`src/rtl/cpu_pkg.sv`:
```
// cpu_pkg: opcode encodings, control states, enable vector and opcode classing shared by the ALU control path
package cpu_pkg;
    localparam int IR_W = 32;
    localparam int OP_W = 5;
    localparam logic [OP_W-1:0] OP_ADD  = 5'b00011;
    localparam logic [OP_W-1:0] OP_SUB  = 5'b00100;
    localparam logic [OP_W-1:0] OP_SHR  = 5'b00101;
    localparam logic [OP_W-1:0] OP_SHL  = 5'b00110;
    localparam logic [OP_W-1:0] OP_ROR  = 5'b00111;
    localparam logic [OP_W-1:0] OP_ROL  = 5'b01000;
    localparam logic [OP_W-1:0] OP_AND  = 5'b01001;
    localparam logic [OP_W-1:0] OP_OR   = 5'b01010;
    localparam logic [OP_W-1:0] OP_ADDI = 5'b01011;
    localparam logic [OP_W-1:0] OP_ANDI = 5'b01100;
    localparam logic [OP_W-1:0] OP_ORI  = 5'b01101;
    localparam logic [OP_W-1:0] OP_MUL  = 5'b01110;
    localparam logic [OP_W-1:0] OP_DIV  = 5'b01111;
    localparam logic [OP_W-1:0] OP_NEG  = 5'b10000;
    localparam logic [OP_W-1:0] OP_NOT  = 5'b10001;
    localparam logic [OP_W-1:0] OP_NOP  = 5'b11001;
    localparam logic [OP_W-1:0] OP_HALT = 5'b11010;

    typedef enum logic [3:0] {RESET_S, T0, T1, T2, T3, T4, T5, T6, HALTED} state_t;

    typedef enum logic [2:0] {CL_R3, CL_IMM, CL_MD, CL_UN, CL_NOP, CL_HALT, CL_RSV} op_class_t;

    typedef struct packed {
        logic pc_out;
        logic mar_in;
        logic inc_pc;
        logic pc_in;
        logic read;
        logic mdr_in;
        logic mdr_out;
        logic ir_in;
        logic y_in;
        logic z_in;
        logic zlow_out;
        logic zhigh_out;
        logic hi_in;
        logic lo_in;
        logic c_out;
        logic gra;
        logic grb;
        logic grc;
        logic r_in;
        logic r_out;
    } ctrl_t;

    function automatic op_class_t op_class(input logic [OP_W-1:0] op);
        return (op inside {[OP_ADD:OP_OR]})   ? CL_R3  :
               (op inside {[OP_ADDI:OP_ORI]}) ? CL_IMM :
               (op inside {OP_MUL, OP_DIV})   ? CL_MD  :
               (op inside {OP_NEG, OP_NOT})   ? CL_UN  :
               (op == OP_NOP)                 ? CL_NOP :
               (op == OP_HALT)                ? CL_HALT : CL_RSV;
    endfunction
endpackage

```
`src/rtl/alu_control_unit_if.sv`:
```
// alu_control_unit_if: IR/memory handshake inputs and datapath enables between control unit and datapath
interface alu_control_unit_if #(
    parameter int IR_W = 32,
    parameter int OP_W = 5
);
    logic [IR_W-1:0] ir;
    logic            mem_ready;
    logic [OP_W-1:0] alu_op;
    logic pc_out, mar_in, inc_pc, pc_in, read, mdr_in, mdr_out, ir_in;
    logic y_in, z_in, zlow_out, zhigh_out, hi_in, lo_in, c_out;
    logic gra, grb, grc, r_in, r_out;
    logic run, illegal_op;

    modport master (
        input  ir, mem_ready,
        output alu_op, pc_out, mar_in, inc_pc, pc_in, read, mdr_in, mdr_out, ir_in,
               y_in, z_in, zlow_out, zhigh_out, hi_in, lo_in, c_out,
               gra, grb, grc, r_in, r_out, run, illegal_op
    );

    modport slave (
        output ir, mem_ready,
        input  alu_op, pc_out, mar_in, inc_pc, pc_in, read, mdr_in, mdr_out, ir_in,
               y_in, z_in, zlow_out, zhigh_out, hi_in, lo_in, c_out,
               gra, grb, grc, r_in, r_out, run, illegal_op
    );
endinterface

```
`src/rtl/control_decode.sv`:
```
// control_decode: combinational (state, opcode) to datapath enable vector
module control_decode import cpu_pkg::*; (
    input  state_t          state,
    input  logic [OP_W-1:0] op,
    output ctrl_t           en
);
    op_class_t cls;
    assign cls = op_class(op);
    always_comb begin
        en = '0;
        case (state)
            T0: begin
                en.pc_out = 1'b1;
                en.mar_in = 1'b1;
                en.inc_pc = 1'b1;
                en.z_in   = 1'b1;
            end
            T1: begin
                en.zlow_out = 1'b1;
                en.pc_in    = 1'b1;
                en.read     = 1'b1;
                en.mdr_in   = 1'b1;
            end
            T2: begin
                en.mdr_out = 1'b1;
                en.ir_in   = 1'b1;
            end
            T3: begin
                en.r_out = 1'b1;
                en.gra   = cls == CL_MD;
                en.grb   = cls != CL_MD;
                en.y_in  = cls != CL_UN;
                en.z_in  = cls == CL_UN;
            end
            T4: begin
                en.zlow_out = cls == CL_UN;
                en.gra      = cls == CL_UN;
                en.r_in     = cls == CL_UN;
                en.grb      = cls == CL_MD;
                en.grc      = cls == CL_R3;
                en.r_out    = cls == CL_R3 || cls == CL_MD;
                en.c_out    = cls == CL_IMM;
                en.z_in     = cls != CL_UN;
            end
            T5: begin
                en.zlow_out = 1'b1;
                en.lo_in    = cls == CL_MD;
                en.gra      = cls != CL_MD;
                en.r_in     = cls != CL_MD;
            end
            T6: begin
                en.zhigh_out = 1'b1;
                en.hi_in     = 1'b1;
            end
            default: ;
        endcase
    end
endmodule

```
`src/rtl/alu_control_unit.sv`:
```
// alu_control_unit: multi-cycle fetch/decode/execute sequencer for ALU-class instructions
module alu_control_unit import cpu_pkg::*; #(
    parameter int IR_W = 32,
    parameter int OP_W = 5
) (
    input logic clk,
    input logic clear,
    alu_control_unit_if.master bus
);
    state_t          state;
    logic [OP_W-1:0] op, op_q;
    logic            illegal_q;
    op_class_t       cls, cls_q;
    ctrl_t           en;

    assign op    = bus.ir[IR_W-1 -: OP_W];
    assign cls   = op_class(op);
    assign cls_q = op_class(op_q);

    // opcode is latched as IR loads so later ir changes cannot redirect the sequence
    always_ff @(posedge clk or negedge clear) begin
        if (!clear) begin
            state     <= RESET_S;
            op_q      <= '0;
            illegal_q <= 1'b0;
        end else begin
            illegal_q <= state == T2 && cls == CL_RSV;
            if (state == T2) op_q <= op;
            case (state)
                RESET_S: state <= T0;
                T0:      state <= T1;
                T1:      state <= bus.mem_ready ? T2 : T1;
                T2:      state <= (cls == CL_NOP || cls == CL_RSV) ? T0 :
                                  (cls == CL_HALT) ? HALTED : T3;
                T3:      state <= T4;
                T4:      state <= (cls_q == CL_UN) ? T0 : T5;
                T5:      state <= (cls_q == CL_MD) ? T6 : T0;
                T6:      state <= T0;
                default: ;
            endcase
        end
    end

    control_decode u_decode (
        .state (state),
        .op    (op_q),
        .en    (en)
    );

    assign bus.alu_op     = (state inside {T3, T4, T5, T6}) ? op : OP_ADD;
    assign bus.run        = state != RESET_S && state != HALTED;
    assign bus.illegal_op = illegal_q;
    assign bus.pc_out     = en.pc_out;
    assign bus.mar_in     = en.mar_in;
    assign bus.inc_pc     = en.inc_pc;
    assign bus.pc_in      = en.pc_in & bus.mem_ready;
    assign bus.read       = en.read;
    assign bus.mdr_in     = en.mdr_in;
    assign bus.mdr_out    = en.mdr_out;
    assign bus.ir_in      = en.ir_in;
    assign bus.y_in       = en.y_in;
    assign bus.z_in       = en.z_in;
    assign bus.zlow_out   = en.zlow_out;
    assign bus.zhigh_out  = en.zhigh_out;
    assign bus.hi_in      = en.hi_in;
    assign bus.lo_in      = en.lo_in;
    assign bus.c_out      = en.c_out;
    assign bus.gra        = en.gra;
    assign bus.grb        = en.grb;
    assign bus.grc        = en.grc;
    assign bus.r_in       = en.r_in;
    assign bus.r_out      = en.r_out;
endmodule

```
`src/flat_wrapper.sv`:
```
// flat-port wrapper written by rule: the top's interface ports become plain ports
module alu_control_unit_flat import cpu_pkg::*;
#(
    parameter int IR_W = 32,
    parameter int OP_W = 5
)
  (clk, clear, bus_ir, bus_mem_ready, bus_alu_op, bus_pc_out, bus_mar_in, bus_inc_pc, bus_pc_in, bus_read, bus_mdr_in, bus_mdr_out, bus_ir_in, bus_y_in, bus_z_in, bus_zlow_out, bus_zhigh_out, bus_hi_in, bus_lo_in, bus_c_out, bus_gra, bus_grb, bus_grc, bus_r_in, bus_r_out, bus_run, bus_illegal_op);
  alu_control_unit_if #(.IR_W(IR_W), .OP_W(OP_W)) bus_i ();
  input logic clk;
  input logic clear;
  input wire logic [$bits(bus_i.ir)-1:0] bus_ir;
  input wire logic [$bits(bus_i.mem_ready)-1:0] bus_mem_ready;
  output wire logic [$bits(bus_i.alu_op)-1:0] bus_alu_op;
  output wire logic [$bits(bus_i.pc_out)-1:0] bus_pc_out;
  output wire logic [$bits(bus_i.mar_in)-1:0] bus_mar_in;
  output wire logic [$bits(bus_i.inc_pc)-1:0] bus_inc_pc;
  output wire logic [$bits(bus_i.pc_in)-1:0] bus_pc_in;
  output wire logic [$bits(bus_i.read)-1:0] bus_read;
  output wire logic [$bits(bus_i.mdr_in)-1:0] bus_mdr_in;
  output wire logic [$bits(bus_i.mdr_out)-1:0] bus_mdr_out;
  output wire logic [$bits(bus_i.ir_in)-1:0] bus_ir_in;
  output wire logic [$bits(bus_i.y_in)-1:0] bus_y_in;
  output wire logic [$bits(bus_i.z_in)-1:0] bus_z_in;
  output wire logic [$bits(bus_i.zlow_out)-1:0] bus_zlow_out;
  output wire logic [$bits(bus_i.zhigh_out)-1:0] bus_zhigh_out;
  output wire logic [$bits(bus_i.hi_in)-1:0] bus_hi_in;
  output wire logic [$bits(bus_i.lo_in)-1:0] bus_lo_in;
  output wire logic [$bits(bus_i.c_out)-1:0] bus_c_out;
  output wire logic [$bits(bus_i.gra)-1:0] bus_gra;
  output wire logic [$bits(bus_i.grb)-1:0] bus_grb;
  output wire logic [$bits(bus_i.grc)-1:0] bus_grc;
  output wire logic [$bits(bus_i.r_in)-1:0] bus_r_in;
  output wire logic [$bits(bus_i.r_out)-1:0] bus_r_out;
  output wire logic [$bits(bus_i.run)-1:0] bus_run;
  output wire logic [$bits(bus_i.illegal_op)-1:0] bus_illegal_op;
  assign bus_i.ir = bus_ir;
  assign bus_i.mem_ready = bus_mem_ready;
  assign bus_alu_op = bus_i.alu_op;
  assign bus_pc_out = bus_i.pc_out;
  assign bus_mar_in = bus_i.mar_in;
  assign bus_inc_pc = bus_i.inc_pc;
  assign bus_pc_in = bus_i.pc_in;
  assign bus_read = bus_i.read;
  assign bus_mdr_in = bus_i.mdr_in;
  assign bus_mdr_out = bus_i.mdr_out;
  assign bus_ir_in = bus_i.ir_in;
  assign bus_y_in = bus_i.y_in;
  assign bus_z_in = bus_i.z_in;
  assign bus_zlow_out = bus_i.zlow_out;
  assign bus_zhigh_out = bus_i.zhigh_out;
  assign bus_hi_in = bus_i.hi_in;
  assign bus_lo_in = bus_i.lo_in;
  assign bus_c_out = bus_i.c_out;
  assign bus_gra = bus_i.gra;
  assign bus_grb = bus_i.grb;
  assign bus_grc = bus_i.grc;
  assign bus_r_in = bus_i.r_in;
  assign bus_r_out = bus_i.r_out;
  assign bus_run = bus_i.run;
  assign bus_illegal_op = bus_i.illegal_op;
  alu_control_unit #(.IR_W(IR_W), .OP_W(OP_W)) u_core (.clk(clk), .clear(clear), .bus(bus_i));
endmodule
```
`config.mk`:
```
export PLATFORM = sky130hd
export DESIGN_NAME = alu_control_unit_flat
export DESIGN_NICKNAME = d
export VERILOG_FILES = /design/src/rtl/cpu_pkg.sv /design/src/rtl/alu_control_unit_if.sv /design/src/rtl/control_decode.sv /design/src/rtl/alu_control_unit.sv /design/src/flat_wrapper.sv
export SDC_FILE = /design/constraint.sdc
export NUM_CORES = 1
export LEC_CHECK = 0
export BUFFER_PORTS_ARGS = -buffer_cell sky130_fd_sc_hd__buf_2
export CAP_MARGIN = 15
export CORE_MARGIN = 4
export CORE_UTILIZATION = 35
export CTS_BUF_LIST = sky130_fd_sc_hd__clkbuf_8
export CTS_CLUSTER_SIZE = 28
export DETAILED_ROUTE_END_ITERATION = 12
export PLACE_DENSITY = 0.73
export SKIP_CTS_REPAIR_TIMING = 1
export SLEW_MARGIN = 20
export SYNTH_ARGS = -nofsm -noshare
export SYNTH_HDL_FRONTEND = slang
export SYNTH_SLANG_ARGS = --single-unit
```
`constraint.sdc`:
```
create_clock -name clk -period 1.3 [get_ports clk]
set_input_delay 0.065 -clock clk [delete_from_list [all_inputs] [get_ports clk]]
set_output_delay 0.065 -clock clk [all_outputs]
set_load 0.03 [all_outputs]
```
==> results.cfg, run 1 <==
[status]
run_status = complete, but fails checks
violations = negative setup slack

[placed_design]
post_detailed_placement_cell_area_um2 = 1410
port_buffers = 34
dp.final_hpwl_um = 2050
gpl.final_weighted_congestion = 0.832

[yosys]
post_synth_num_cell_types = 40
postSynthNetCount = 139
flip_flop_and_latch_count_after_synthesis = 10
post_synth_instance_area_um2 = 870
synth-compound-area-share_pct = 19.4
muxShareOfSynthArea_pct = 7.63
yosysWarningCount = 0
synthCells = 104
synth_flop_cell = dfrtp_1
main_combinational_cell_family_by_area_after_synthesis = simple AND/OR/NAND/NOR gates
yosys.area_share.simple_pct = 30.4
synth-edff-count = 0
asyncSetResetFlopFracSynth_pct = 100
syn-mean-instance-area_um2 = 8.36
synth-adder-area-share_pct = 0
synth.yosys.seq_area_share_pct = 28.8
yosys.area_share.xor_xnor_pct = 3.02

[sta]
drv_slew = 0
clock_skew_ns = 0.000405
layout_worst_path_cycle_share_pct = 141
worst_hold_slack_ns = 0.149
final-hold-violation-count = 0
unrepaired_setup_endpoints_after_global_routing = yes
fin_crit_ns = 1.84
timing_worst_slew_pin_value_ns = 0.344
max_freq_ghz = 0.544
timing.max_slew.rel_slack_pct = 77.0
worst_slack_ns = -0.538
setup_viol = 36

[routing]
antenna_violating_nets_post_route = 0
vias = 1100
initialDrtViolationCount = 16
routed_wirelength_um = 3350
detail_route.drc_violations = 0
drt_via_density = 5.31
detailedRoute.firstPassIterationCount = 4
detail_route.wl_per_cell_um = 16.2

[critical_path]
startpoint_type_of_the_worst_setup_path = flop
crit_fanout = 4
worst_setup_path_end_kind = output port
ws_path_type = reg2out
data_required_time_at_the_worst_endpoint_ns = 1.24
timing.critical_path.arrival_ns = 1.77

[pwr]
ratio_of_total_power_to_cell_area_nw_per_um2 = 2820
p_leak_uw = 0.000887
worst_ir_drop_vdd_v = 0.00209
total_power_uw = 5560

[clock_tree]
tritoncts.num_buffers = 3
clock_sinks = 10
cts.clk_slew.worst_paths_ns = 0.05
cts_max_path_buffers = 2
cts.root.buffer_cell = clkbuf_8
htree_levels = 1
clock_latency_at_the_later_pin_of_the_worst_skew_pair_ns = 0.23
clock_tree_from_tritoncts = yes

[cells_and_area]
drive_gt1_share_pct = 77.1
final_common_cell = buf_6
num_antenna_cells = 0
fillerInstances = 131
most-common-layout-cells = buf_6 (40), buf_4 (29), buf_2 (9)
fin_nets = 215
area_growth_syn_to_layout_pct = 127
layout.core_utilization_pct = 85.8
stdcell_area_um2 = 1970

[worst_hold_path]
hold_path_class = in2reg

[floorplan]
die-area_um2 = 3350
fp.dieW_um = 57.8
floorplan.die.height_um = 57.8
placeableCoreArea_um2 = 2300
floorplan.io_pins = 62
start_util_pct = 37.9
core.rowCount = 17

[run]
drv_cap = 0

[global_routing]
grt_first_pass_wirelength_um = 4040
grt_start_max_net_pins = 11
number_of_global_route_vias_before_repair = 980
gr-total-overflow = 0
globalRouteTotalUtil_pct = 14.9
initial_antenna_violation_count = 0
[final timing paths]
path | cells after the start | slack, ns | start | endpoint
min in group asynchronous | 2 | 0.24 | clear | u_core.op_q[0]
max in group asynchronous | 2 | 0.86 | clear | u_core.op_q[3]
hold / removal | 2 | 0.15 | bus_ir[31] | u_core.op_q[4]
hold reg to reg | 1 | 0.54 | u_core.state[3] | u_core.state[3]
setup reg to reg | 5 | -0.27 | u_core.state[1] | u_core.op_q[3]
setup / recovery | 5 | -0.54 | u_core.op_q[3] | bus_gra
[flip-flops by register name (all words and copies together), names as in the netlist]
name and cells:
u_core.op_q 5, u_core.state 4, u_core.bus.illegal_op 1
[power by group]
group / internal [uW] / switching, uW
Sequential: 478 / 205
Combinational: 2270 / 2230
Clock: 265 / 113
Total: 3010 / 2550
[metal layers]
metal	track usage (%)	vias up	part of all wire (%)
met3	1.56	5	5.2
met1	16.9	541	35
met5	0	-	0
li1	-	519	-
met2	29.4	35	59
met4	2.98	0	1.4
[synth_stat cells, types with 3 or more instances]
| library cell | n | area share (%) |
|---|---|---|
| a211o_1 | 3 | 3.0 |
| a211oi_1 | 3 | 2.6 |
| a21oi_1 | 9 | 5.2 |
| buf_2 | 3 | 1.7 |
| buf_4 | 5 | 4.3 |
| clkbuf_1 | 3 | 1.3 |
| dfrtp_1 | 10 | 29 |
| inv_1 | 7 | 3.0 |
| mux2_2 | 5 | 6.5 |
| nand2_1 | 5 | 2.2 |
| nand2b_1 | 5 | 3.6 |
| nand3_1 | 3 | 1.7 |
| nor2_1 | 5 | 2.2 |
| nor3_1 | 5 | 2.9 |
[critical path, stage by stage, from the launching register on]
cell	delay, ns
dfrtp_2	0.43
nor4b_4	0.40
buf_4	0.21
nand2_2	0.09
a211oi_4	0.25
buf_6	0.17
[area by class of cell]
type | count | area, um2 | share of cell area, %
Inverter | 7 | 30.0 | 1.52
Timing Repair Buffer | 83 | 773 | 39.2
Sequential cell | 10 | 255 | 12.9
Multi-Input combinational cell | 75 | 823 | 41.8
Clock buffer | 4 | 55.1 | 2.79
Tap cell | 28 | 35.0 | 1.78
[through the flow]
stage / setup TNS (ns) / cells / setup WS, ns
2_1_floorplan: -1.55 / 104 / -0.250
3_3_place_gp: -2.15 / 187 / -0.249
3_5_place_dp: -2.66 / 187 / -0.275
4_1_cts: -7.70 / 191 / -0.528
5_1_grt: -9.78 / 207 / -0.572
6_report: -8.01 / 207 / -0.538
[kinds of logic (layout without fill, tap and decap cells)]
logic type	count (synthesis)	in the layout
xor+xnor	3	3
simple gates	41	41
mux	6	6
compound gates	25	25
buf+inv	19	94
flops	10	10
Note: power is estimated with default switching activity, not from simulation.
==> inputs of run 2 (changes only) <==
--- a/config.mk
+++ b/config.mk
@@ -8,11 +8,11 @@
 export BUFFER_PORTS_ARGS = -buffer_cell sky130_fd_sc_hd__buf_2
 export CAP_MARGIN = 15
 export CORE_MARGIN = 4
-export CORE_UTILIZATION = 35
+export CORE_UTILIZATION = 38
 export CTS_BUF_LIST = sky130_fd_sc_hd__clkbuf_8
 export CTS_CLUSTER_SIZE = 28
 export DETAILED_ROUTE_END_ITERATION = 12
-export PLACE_DENSITY = 0.73
+export PLACE_DENSITY = 0.78
 export SKIP_CTS_REPAIR_TIMING = 1
 export SLEW_MARGIN = 20
 export SYNTH_ARGS = -nofsm -noshare
==> run 2 against run 1 <==
  * The run still ends with negative setup slack left
  * Sequential cell count unchanged
  * Power decreased by 6.5%
  * Sequential share of layout area rose by 0.67 points
  * Final cell count is 2.9% lower
  * Critical path type unchanged
  * Highest routed layer unchanged
  * Hold slack worse by 0.0073 ns
  * Maximum frequency grew 7.9%
  * Largest cell class unchanged
  * Clock power up 1%
==> results.cfg, run 2 (same netlist as run 1, synthesis figures left out) <==
[clock_tree]
cts.root.buffer_cell = clkbuf_8
clock_sinks = 10
tritoncts.num_buffers = 3
cts_max_path_buffers = 2
cts.clk_slew.worst_paths_ns = 0.05
clock_tree_from_tritoncts = yes
clock_latency_at_the_later_pin_of_the_worst_skew_pair_ns = 0.23
htree_levels = 1

[pwr]
p_switching_uw = 2390
netSwitchingFraction_pct = 46.0
worst_ir_drop_vdd_v = 0.00182
ratio_of_total_power_to_cell_area_nw_per_um2 = 2800
p_leak_uw = 0.000844
power.combinational.fraction_pct = 79.7
total_power_uw = 5190
internal_power_uw = 2800
share_clk_of_total_power_pct = 7.4
p_seq_share_pct = 12.9

[sta]
fin_crit_ns = 1.70
timing.max_slew.rel_slack_pct = 76.5
worst_hold_slack_ns = 0.142
setup_viol = 32
worst_slack_ns = -0.404
max_freq_ghz = 0.587
clock_skew_ns = 0.000274
final-hold-violation-count = 0
layout_worst_path_cycle_share_pct = 131
drv_slew = 0
unrepaired_setup_endpoints_after_global_routing = yes
timing_worst_slew_pin_value_ns = 0.352

[global_routing]
initial_antenna_violation_count = 0
gr-total-overflow = 0
number_of_global_route_vias_before_repair = 950
globalRouteTotalUtil_pct = 15.9
grt_start_max_net_pins = 11
grt_first_pass_wirelength_um = 4020

[cells_and_area]
final_common_cell = buf_4
fillerInstances = 115
drive_gt1_share_pct = 72.8
largest_reg_flops = 5
area_growth_syn_to_layout_pct = 114
most-common-layout-cells = buf_4 (31), buf_6 (30), buf_2 (13)
num_antenna_cells = 0
fin_nets = 209
layout.core_utilization_pct = 84.8
regMostFlops = u_core.op_q
layout.cells.non_filler = 201

[critical_path]
crit_fanout = 4
ws_path_type = reg2out
timing.reg2reg.worst_path_depth = 6
worstReg2RegStart = u_core.op_q[3]
startpoint_type_of_the_worst_setup_path = flop
timing.reg2reg.setup_slack_ns = -0.40
worst_setup_path_end_kind = output port
timing.critical_path.arrival_ns = 1.64
critical_path.reg2reg.endpoint = u_core.state[2]
data_required_time_at_the_worst_endpoint_ns = 1.24

[status]
violations = negative setup slack
run_status = complete, but fails checks

[placed_design]
gpl.final_weighted_congestion = 0.852
port_buffers = 34
dp.final_hpwl_um = 2060
numPlacedInstances = 186

[floorplan]
placeableCoreArea_um2 = 2190
floorplan.die.height_um = 55.8
fp.dieW_um = 55.8
start_util_pct = 39.7
floorplan.io_pins = 62
core.rowCount = 17
die-area_um2 = 3120

[routing]
antenna_violating_nets_post_route = 0
vias = 1045
initialDrtViolationCount = 10
drt_via_density = 5.20
detailedRoute.firstPassIterationCount = 4
routed_wirelength_um = 2870
detail_route.wl_per_cell_um = 14.3
detail_route.drc_violations = 0

[run]
drv_cap = 0

[worst_hold_path]
worst_hold_endpoint = u_core.state[3]
min_path_cells = 3
hold_path_class = in2reg
min-delay-start = bus_ir[31]
[run 2: cell types whose count changed in the layout (fill, tap and decap cells not counted), moves of 2 or more]
| cell | delta |
|---|---|
| dfrtp_1 | +2 |
| clkbuf_4 | -2 |
| buf_4 | +2 |
| buf_6 | -10 |
| buf_2 | +4 |
| dfrtp_2 | -2 |
[run 2: final cells by class]
| cell class | instances | area, um2 | share of cell area (%) |
|---|---|---|---|
| multi-input combinational | 75 | 798 | 43.0 |
| sequential | 10 | 253 | 13.6 |
| inverter | 7 | 30.0 | 1.62 |
| timing repair buffer | 77 | 686 | 36.9 |
| tap | 28 | 35.0 | 1.89 |
| clock buffer | 4 | 55.1 | 2.96 |
[run 2: power groups by stage]
stage	combinational [uW]	sequential [uW]	clock [uW]
after floorplan	2180	655	0
after global placement	3110	628	0
after detailed placement	3180	639	0
after CTS	3190	635	396
after global routing	4380	696	407
final	4140	669	384
[run 2: per-layer routing]
| layer | GRT usage [%] | part of all wire [%] | wire length (um) |
|---|---|---|---|
| met1 | 17.0 | 38 | 1100 |
| met2 | 28.7 | 54 | 1550 |
| met3 | 3.25 | 5.5 | 158 |
| met4 | 8.81 | 2.1 | 59 |
| met5 | 0 | 0 | 0 |
[run 2: worst max path at each step]
stage	endpoint	start	slack, ns	depth (start not counted)
2_1_floorplan	bus_gra	u_core.op_q[2]	-0.25	3
3_3_place_gp	bus_z_in	u_core.op_q[2]	-0.24	5
3_5_place_dp	bus_z_in	u_core.op_q[2]	-0.27	5
4_1_cts	bus_z_in	u_core.op_q[2]	-0.53	5
5_1_grt	bus_y_in	u_core.op_q[3]	-0.48	6
6_report	bus_y_in	u_core.op_q[3]	-0.40	6
[run 2: critical path: stages (launching register included)]
cell,delay (ns)
dfrtp_1,0.41
nor4b_4,0.41
buf_4,0.20
buf_4,0.12
buf_6,0.09
nor4_4,0.04
buf_6,0.13
[run 2: per-stage QoR]
| stage | setup slack, ns | cell area [um2] | TNS [ns] |
|---|---|---|---|
| floorplan | -0.250 | 1060 | -1.55 |
| global placement | -0.242 | 1410 | -2.05 |
| detailed placement | -0.273 | 1410 | -2.56 |
| CTS | -0.532 | 1470 | -8.06 |
| global route | -0.480 | 1860 | -8.43 |
| finish | -0.404 | 1860 | -6.07 |
